**src/rtl/uart_pkg.sv**
```systemverilog
// Shared UART definitions: FSM state encodings, frame constants and counter widths.
// Used by both the transmitter and the receiver.
package uart_pkg;

    typedef enum logic [2:0] {
        IDLE   = 3'd0,
        START  = 3'd1,
        DATA   = 3'd2,
        PARITY = 3'd3,
        STOP   = 3'd4
    } uart_state_e;

    localparam int   DATA_W      = 8;
    localparam logic STOP_LEVEL  = 1'b1;
    localparam logic START_LEVEL = 1'b0;
    localparam int   BAUD_CNT_W  = 16;

    // Even parity bit: makes the total count of ones (data + parity) even.
    function automatic logic even_parity(input logic [DATA_W-1:0] b);
        return ^b;
    endfunction

endpackage

```
**src/rtl/uart_baud_counter.sv**
```systemverilog
// Bit-period counter: counts 0..BAUD_TICK-1 while enabled and pulses bit_done
// on the last count of each bit. Shared between transmitter and receiver.
module uart_baud_counter
    import uart_pkg::*;
#(
    parameter int BAUD_TICK = 16
) (
    input  logic clk,
    input  logic rst_n,
    input  logic clear,
    input  logic enable,
    output logic bit_done
);

    localparam logic [BAUD_CNT_W-1:0] TERMINAL = BAUD_CNT_W'(BAUD_TICK - 1);

    logic [BAUD_CNT_W-1:0] count;

    always_ff @(posedge clk or negedge rst_n) begin
        if (!rst_n) begin
            count <= '0;
        end else if (clear) begin
            count <= '0;
        end else if (enable) begin
            count <= (count == TERMINAL) ? '0 : count + 1'b1;
        end
    end

    assign bit_done = enable && !clear && (count == TERMINAL);

endmodule

```
**src/rtl/uart_transmitter.sv**
```systemverilog
// UART transmitter: single-entry holding register feeding a frame shifter.
// Even parity bit is present only when UART_TX_PARITY_EN is defined.
//
//  state  | meaning
//  IDLE   | line high, waiting for the holding register to fill
//  START  | start bit (low) for one bit period
//  DATA   | data bits, LSB first, one bit period each
//  PARITY | even parity bit (UART_TX_PARITY_EN builds only)
//  STOP   | stop bit (high); reloads straight into START if a byte is waiting
module uart_transmitter
    import uart_pkg::*;
#(
    parameter int BAUD_RATE  = 9600,
    parameter int CLOCK_FREQ = 50000000
) (
    input  logic              clk,
    input  logic              rst_n,
    input  logic [DATA_W-1:0] data,
    input  logic              write,
    output logic              tx,
    output logic              txrdy,
    output logic              txempty,
    output logic              werr
);

    localparam int BAUD_TICK = CLOCK_FREQ / BAUD_RATE;

    uart_state_e       state;
    uart_state_e       state_next;
    logic [3:0]        bit_cnt;
    logic [3:0]        bit_cnt_next;
    logic [DATA_W-1:0] hold;
    logic [DATA_W-1:0] shifter;
    logic              hold_full;
    logic              accept;
    logic              load;
    logic              bit_done;
    logic              tx_next;

    uart_baud_counter #(
        .BAUD_TICK (BAUD_TICK)
    ) u_baud (
        .clk      (clk),
        .rst_n    (rst_n),
        .clear    (state == IDLE),
        .enable   (state != IDLE),
        .bit_done (bit_done)
    );

    assign accept = write && !hold_full;

    always_ff @(posedge clk or negedge rst_n) begin
        if (!rst_n) begin
            state   <= IDLE;
            bit_cnt <= '0;
            tx      <= STOP_LEVEL;
        end else begin
            state   <= state_next;
            bit_cnt <= bit_cnt_next;
            tx      <= tx_next;
        end
    end

    always_comb begin
        state_next   = state;
        bit_cnt_next = bit_cnt;
        case (state)
            IDLE: begin
                if (hold_full) state_next = START;
            end
            START: begin
                if (bit_done) begin
                    state_next   = DATA;
                    bit_cnt_next = '0;
                end
            end
            DATA: begin
                if (bit_done) begin
                    if (bit_cnt == 4'd7) begin
                        bit_cnt_next = '0;
`ifdef UART_TX_PARITY_EN
                        state_next   = PARITY;
`else
                        state_next   = STOP;
`endif
                    end else begin
                        bit_cnt_next = bit_cnt + 4'd1;
                    end
                end
            end
`ifdef UART_TX_PARITY_EN
            PARITY: begin
                if (bit_done) state_next = STOP;
            end
`endif
            STOP: begin
                if (bit_done) state_next = hold_full ? START : IDLE;
            end
            default: state_next = IDLE;
        endcase
    end

    // tx is registered from the next state so each bit starts on the edge it is entered.
    always_comb begin
        load    = hold_full && ((state == IDLE) || ((state == STOP) && bit_done));
        tx_next = STOP_LEVEL;
        case (state_next)
            START:   tx_next = START_LEVEL;
            DATA:    tx_next = shifter[bit_cnt_next[2:0]];
`ifdef UART_TX_PARITY_EN
            PARITY:  tx_next = even_parity(shifter);
`endif
            default: tx_next = STOP_LEVEL;
        endcase
    end

    always_ff @(posedge clk or negedge rst_n) begin
        if (!rst_n) begin
            hold      <= '0;
            hold_full <= 1'b0;
            shifter   <= '0;
            werr      <= 1'b0;
        end else begin
            if (accept) begin
                hold      <= data;
                hold_full <= 1'b1;
                werr      <= 1'b0;
            end else if (write) begin
                werr      <= 1'b1;
            end
            if (load) begin
                shifter   <= hold;
                hold_full <= 1'b0;
            end
        end
    end

    assign txrdy   = !hold_full;
    assign txempty = (state == IDLE) && !hold_full;

endmodule

```
**config.mk**
```make
export PLATFORM = sky130hd
export DESIGN_NAME = uart_transmitter
export DESIGN_NICKNAME = d
export VERILOG_FILES = /design/src/rtl/uart_pkg.sv /design/src/rtl/uart_baud_counter.sv /design/src/rtl/uart_transmitter.sv
export SDC_FILE = /design/constraint.sdc
export NUM_CORES = 1
export LEC_CHECK = 0
export CAP_MARGIN = 20
export CORE_ASPECT_RATIO = 1.5
export CORE_MARGIN = 2
export CORE_UTILIZATION = 53
export CTS_BUF_LIST = sky130_fd_sc_hd__clkbuf_8
export DETAILED_ROUTE_END_ITERATION = 16
export PLACE_DENSITY = 0.77
export SLEW_MARGIN = 15
export SYNTH_ARGS = -nofsm -noshare
export SYNTH_HDL_FRONTEND = slang
export SYNTH_SLANG_ARGS = --single-unit
```
**constraint.sdc**
```tcl
create_clock -name clk -period 6.1 [get_ports clk]
set_input_delay 1.22 -clock clk [delete_from_list [all_inputs] [get_ports clk]]
set_output_delay 1.22 -clock clk [all_outputs]
set_load 0.05 [all_outputs]
```
[Word-level counts from Yosys, hierarchy flattened]
Cells that the tools add are included.
Cells by class
  add/subtract/negate cells: 2
  multipliers: 0
  div/mod/pow operators: 0
  order comparisons: 1
  equality and inequality tests: 9
  shift-type cells: 0
  multiplexer cells: 21
  bitwise gates (word level): 0
  reduce and logical (&&, ||, !) cells: 16
Operator list (count)
  16-bit 2-to-1 mux: 3
  16-bit by 1-bit adder with 16-bit output (second input constant): 1
  16-bit by 13-bit equality test with 1-bit output (second input constant): 1
  3-bit 2-to-1 mux: 5
  4-bit 2-to-1 mux: 3
  3-bit case mux with 4 select lines: 1
  4-bit case mux with 2 select lines: 1
  2-bit nonzero test: 4
  3-bit by 1-bit equality test with 1-bit output (second input constant): 2
  3-bit by 2-bit equality test with 1-bit output (second input constant): 2
  1-bit logical AND: 6
  1-bit 2-to-1 mux: 6
  4-bit by 1-bit adder with 4-bit output (second input constant): 1
  4-bit by 3-bit equality test with 1-bit output (second input constant): 1
  3-bit by 4-bit less-than comparator with 1-bit output (second input constant): 1
  2-bit != test (second input constant): 2
  1-bit binary-select mux with 3-bit select: 1
  3-bit equality test (second input constant): 1
  3-bit logical NOT: 1
  3-bit AND reduction: 1
  3-bit nonzero test: 1
  1-bit logical NOT: 2
  1-bit case mux with 2 select lines: 1
  1-bit logical OR: 1
Storage, ports and cells
  flip-flop bits (word level): 42
  latch bits: 0
  memory bits (writable): 0
  bits in read-only memories: 0
  input port bits: 11
  output and inout bits: 4
  word-level logic and storage cells: 58
  memories kept: 0

[Longest topological paths before layout]
  word-level depth: 9
  depth in mapped cells: 8
  mapped depth without buffers: 8

[Cells and area by module]
A second synthesis with hierarchy kept.
Unflattened totals
  cells, all modules: 211
  area total of the unflattened synthesis: 2188.3 um2
Modules (own cells, without submodules)
  uart_transmitter: instances 1, cells each 111, area each 1272.5 um2
  uart_baud_counter: instances 1, cells each 100, area each 915.9 um2

[Worst setup path before layout]
Ideal clock, no wire load.
  path type: flip-flop to output port
  start point: register state[1]
  end point: output port txempty
  data arrival time: 2.238 ns
  setup slack: 2.642 ns
  cell stages (with the launch flop): 4
  buffers on the path: 2
  cells stage by stage: dfrtp_1 buf_2 buf_1 nor4_1
Between the ends
  longest elaborated chain between the ends: 2
Ends and longest elaborated chain
  start: declaration: RTL line uart_transmitter.sv:28  | uart_state_e state;
  start signal: assignment: RTL line uart_transmitter.sv:58  | state <= state_next;
  3-bit logical NOT: RTL line uart_transmitter.sv:139  | assign txempty = (state == IDLE) && !hold_full;
  1-bit logical AND: RTL line uart_transmitter.sv:139
  end: declaration: RTL line uart_transmitter.sv:22  | output logic txempty,
No other way between the ends.

[Worst setup path in the final report]
Ends and elaborated chain as after synthesis.

==> run summary <==
The relative contribution of sequential cells to total power came out at 54.2%. The buffer depth of the longest clock path came out at 2. The completed layout was analyzed and its total power is 0.637 mW.

The number of global-route vias before repair came out at 1389. The number of vias per cell after detailed routing is 5.61. The non-filler instance count after layout is 239. The switching fraction of total power is 25.4%.

The path depth of the worst reg2reg path came out at 8. The number of clock sinks came out at 42. The routed design has 3.44 mm of wire. The maximum vdd drop is 0.000247 V. For the final routed database, the setup TNS stands at 0 ns. For this run, the post-layout net count is 208. The floorplan step defined a die boundary enclosing 0.00433 mm2. The placeable core area is 0.00365 mm2. The flip-flop and latch count after synthesis came out at 42. CTS built an H-tree with a depth of 2. The number of failing setup endpoints in the final timing report is 0. TritonCTS built the clock tree. The setup clock skew after layout is 0.00390 ns. Static timing analysis puts the maximum clock frequency at 305 MHz. Counting the fill cells in the layout gives 284.

Setup repair after global routing left no endpoint under its margin. The post-route cell area came out at 0.00230 mm2. The sum of overflow across all layers after global routing came out at 0.

The max-slew violation total from the final report came to 0. The number of cells upsized or downsized after cts came out at 0. The clock network accounts for 34.0% of the total power.

The count of pins on the block boundary came out at 15. The weighted congestion at the end of routability-driven global placement is 0.791. The analysis attributes to cell leakage a power of 1.09 nW. The number of buffers added to fix hold violations after cts is 0. In the final routed layout, each cell accounts on average for 14.4 um. The cell-internal power came out at 0.476 mW. Counting the buffers created by CTS gives 5. In this run the tool buffered the top-level ports with 14 buffer cells. The instance count after placement with tap cells included came out at 231. In this run, synthesis inferred 0 flip-flops with an integrated enable. The post-synth design cell area is 0.00202 mm2. The areal power density over the cells is 277 mW/mm2. The synthesized instance count came out at 180. The combinational share of power came out at 11.8%. The element type at the critical path start is a register. The most used flip-flop cell after synthesis is dfrtp_1.

The fraction of layout cells with a size suffix above 1 is 19.9%. The repair_antennas step left the layout with diodes totalling 0. STA puts the critical path data required time at 4.88 ns. A synthesized cell averages 11.2 um2. The analysis attributes to net switching a power of 0.162 mW. Max-cap violations in this run came to 0. The kind of capture point of the worst setup path is a primary output. The total nets after synthesis is 193. The number of buffers added for setup after CTS came out at 0.

The share of the clock period used by the worst path came out at 53.8%. Sorting the synthesized cells by area gives the leading types as dfrtp_1 (51%), mux2_2 (9.5%), nor2_1 (4.8%), xor2_1 (4.3%), nand2_1 (2.6%). Of the post-synthesis cell area, the dominant cell type holds 50.8%.

After clock tree synthesis, the clock-pin slew on the worst setup and hold paths is 0.08 ns. Along the worst path, the maximum fanout reaches 16. The clock latency on the worst-skew pair came out at 0.30 ns.

The post-layout minimum cycle time came out at 3.28 ns. The pin count of the biggest net entering global routing came out at 43. The root buffer cell is clkbuf_8.

The post-synthesis cell type count came out at 41. The relative max-transition margin came out at 40.5%. The number of DRC markers after the initial detailed-route iteration came out at 27.

The fraction of registers with async set or reset after synthesis is 100%. The antenna violation net count after detailed routing came out at 0. The share of the yosys chip area belonging to registers came out at 52.1%.

The width of the chip is 54.4 um. The synthesis-to-layout area growth is 13.8%. The cell taking the most area after synthesis is dfrtp_1.

The slew of the pin with the lowest slew margin is 0.892 ns. The sum of net half-perimeters after detailed placement came out at 2.46 mm. The via count came out at 1340. The length of the first detailed-routing pass in iterations came out at 4.

From bottom edge to top edge, the die measures 79.6 um. The wire length of the first global-routing pass came out at 6.02 mm. In the routed design, unresolved DRC markers number 0.

By startpoint and endpoint, the worst setup path is classified as register to primary output. Global routing consumed, over all layers together, 19.4% of the routing resources. The run finished with clean final reports.

The worst hold path class is register to register. Yosys printed 0 warnings. The arrival time at the worst endpoint came out at 2.06 ns.

Counting instances, the worst hold path has a depth of 1. The area of placed instances is 0.00219 mm2. The number of hold violations in the final report was 0. The number of antenna violations at the first check in global routing is 0. For this configuration, the core starts out at a cell density of 55.4%. The number of standard-cell rows in the floorplan is 27.
==> power groups by stage <==
stage	Clock [mW]	Sequential (mW)	Combinational [mW]
after floorplan	0	0.341	0.0557
after global placement	0	0.346	0.0713
after detailed placement	0	0.350	0.0757
after CTS	0.222	0.345	0.0764
after global routing	0.230	0.352	0.0855
final	0.217	0.346	0.0750
==> layer usage <==
layer / part of all wire [%] / vias up / routed length [um] / track usage (%)
met5: 0 / - / 0 / 0
met4: 2.1 / 0 / 73 / 9.25
met3: 2.7 / 6 / 94 / 5.06
met2: 54 / 16 / 1840 / 33.0
met1: 42 / 671 / 1430 / 21.5
li1: - / 647 / - / -
==> layout make-up <==
cell class	instances	area (um2)	share of cell area, %
clock buffer	5	68.8	2.99
clock inverter	3	41.3	1.80
inverter	6	22.5	0.979
multi-input combinational	125	918	39.9
sequential	42	1050	45.8
tap	43	53.8	2.34
timing repair buffer	15	143	6.20
==> per-stage QoR <==
step / hold slack, ns / util (%) / setup WS (ns)
floorplan: 0.469 / - / 2.64
finish: 0.509 / 63.0 / 2.82
CTS: 0.515 / 63.0 / 2.83
detailed placement: 0.496 / 60.0 / 3.15
global route: 0.530 / 63.0 / 2.70
global placement: 0.485 / 60.0 / 3.16
==> cells in the mapped netlist (3+ instances only) <==
library cell / instances
inv_1: 6
nor3_1: 3
clkbuf_1: 5
xnor2_1: 3
xor2_1: 10
nor2b_1: 4
a21oi_1: 3
nand3_1: 7
dfrtp_1: 41
and3_1: 4
mux2i_1: 4
nand2_1: 14
mux2_2: 17
o21ai_0: 4
nor2_1: 26
==> cell families after synthesis <==
logic type,count (synthesis),synth area share [%]
simple gates,72,19.9
flops,42,52.1
mux,22,12.6
compound gates,16,6.07
xor+xnor,13,5.63
buf+inv,13,2.48
fa+ha+maj,2,1.24
==> worst max-delay path, cell delays in order, from the launching register on <==
cell	delay [ns]
dfrtp_1	0.57
nor4_1	0.34
clkdlybuf4s50_1	0.85
==> registers in the layout, indices dropped and copies added, names as in the netlist <==
signal and count:
hold 8, hold_full 1, tx 1, state 3, shifter 8, u_baud.count 16
werr 1, bit_cnt 4
==> path summary, 6_finish.rpt <==
path	start	to	slack, ns
worst min-delay path	shifter[3]	shifter[3]	0.51
worst max-delay path	state[1]	txempty	2.82
min in group asynchronous	rst_n	u_baud.count[4]	1.04
max in group asynchronous	rst_n	hold[2]	4.50
worst min register to register	shifter[3]	shifter[3]	0.51
worst max register to register	u_baud.count[0]	tx	3.40
==> cell usage in the layout (no fill, tap or decap), drive strengths merged <==
master         instances
xnor2                  3
and2                   1
nor4b                  1
ha                     2
xor2                  10
nor3b                  2
dfrtp                 41
dfstp                  1
nand2                 14
o41ai                  1
nor2                  26
o31ai                  1
nor3                   3
mux4                   1
clkdlybuf4s50         13
a32o                   1
a31oi                  2
or2                    1
mux2i                  4
inv                    7
nand3b                 1
a22o                   1
nand3                  7
and3                   5
a22oi                  1
buf                    2
and4                   1
nor2b                  4
mux2                  17
bufinv                 1
and4bb                 2
nor4                   1
nand4                  1
o2bb2ai                1
or3                    2
a21oi                  4
clkinvlp               1
o21ai                  4
clkbuf                 5
Note: power is estimated with default switching activity, not from simulation.
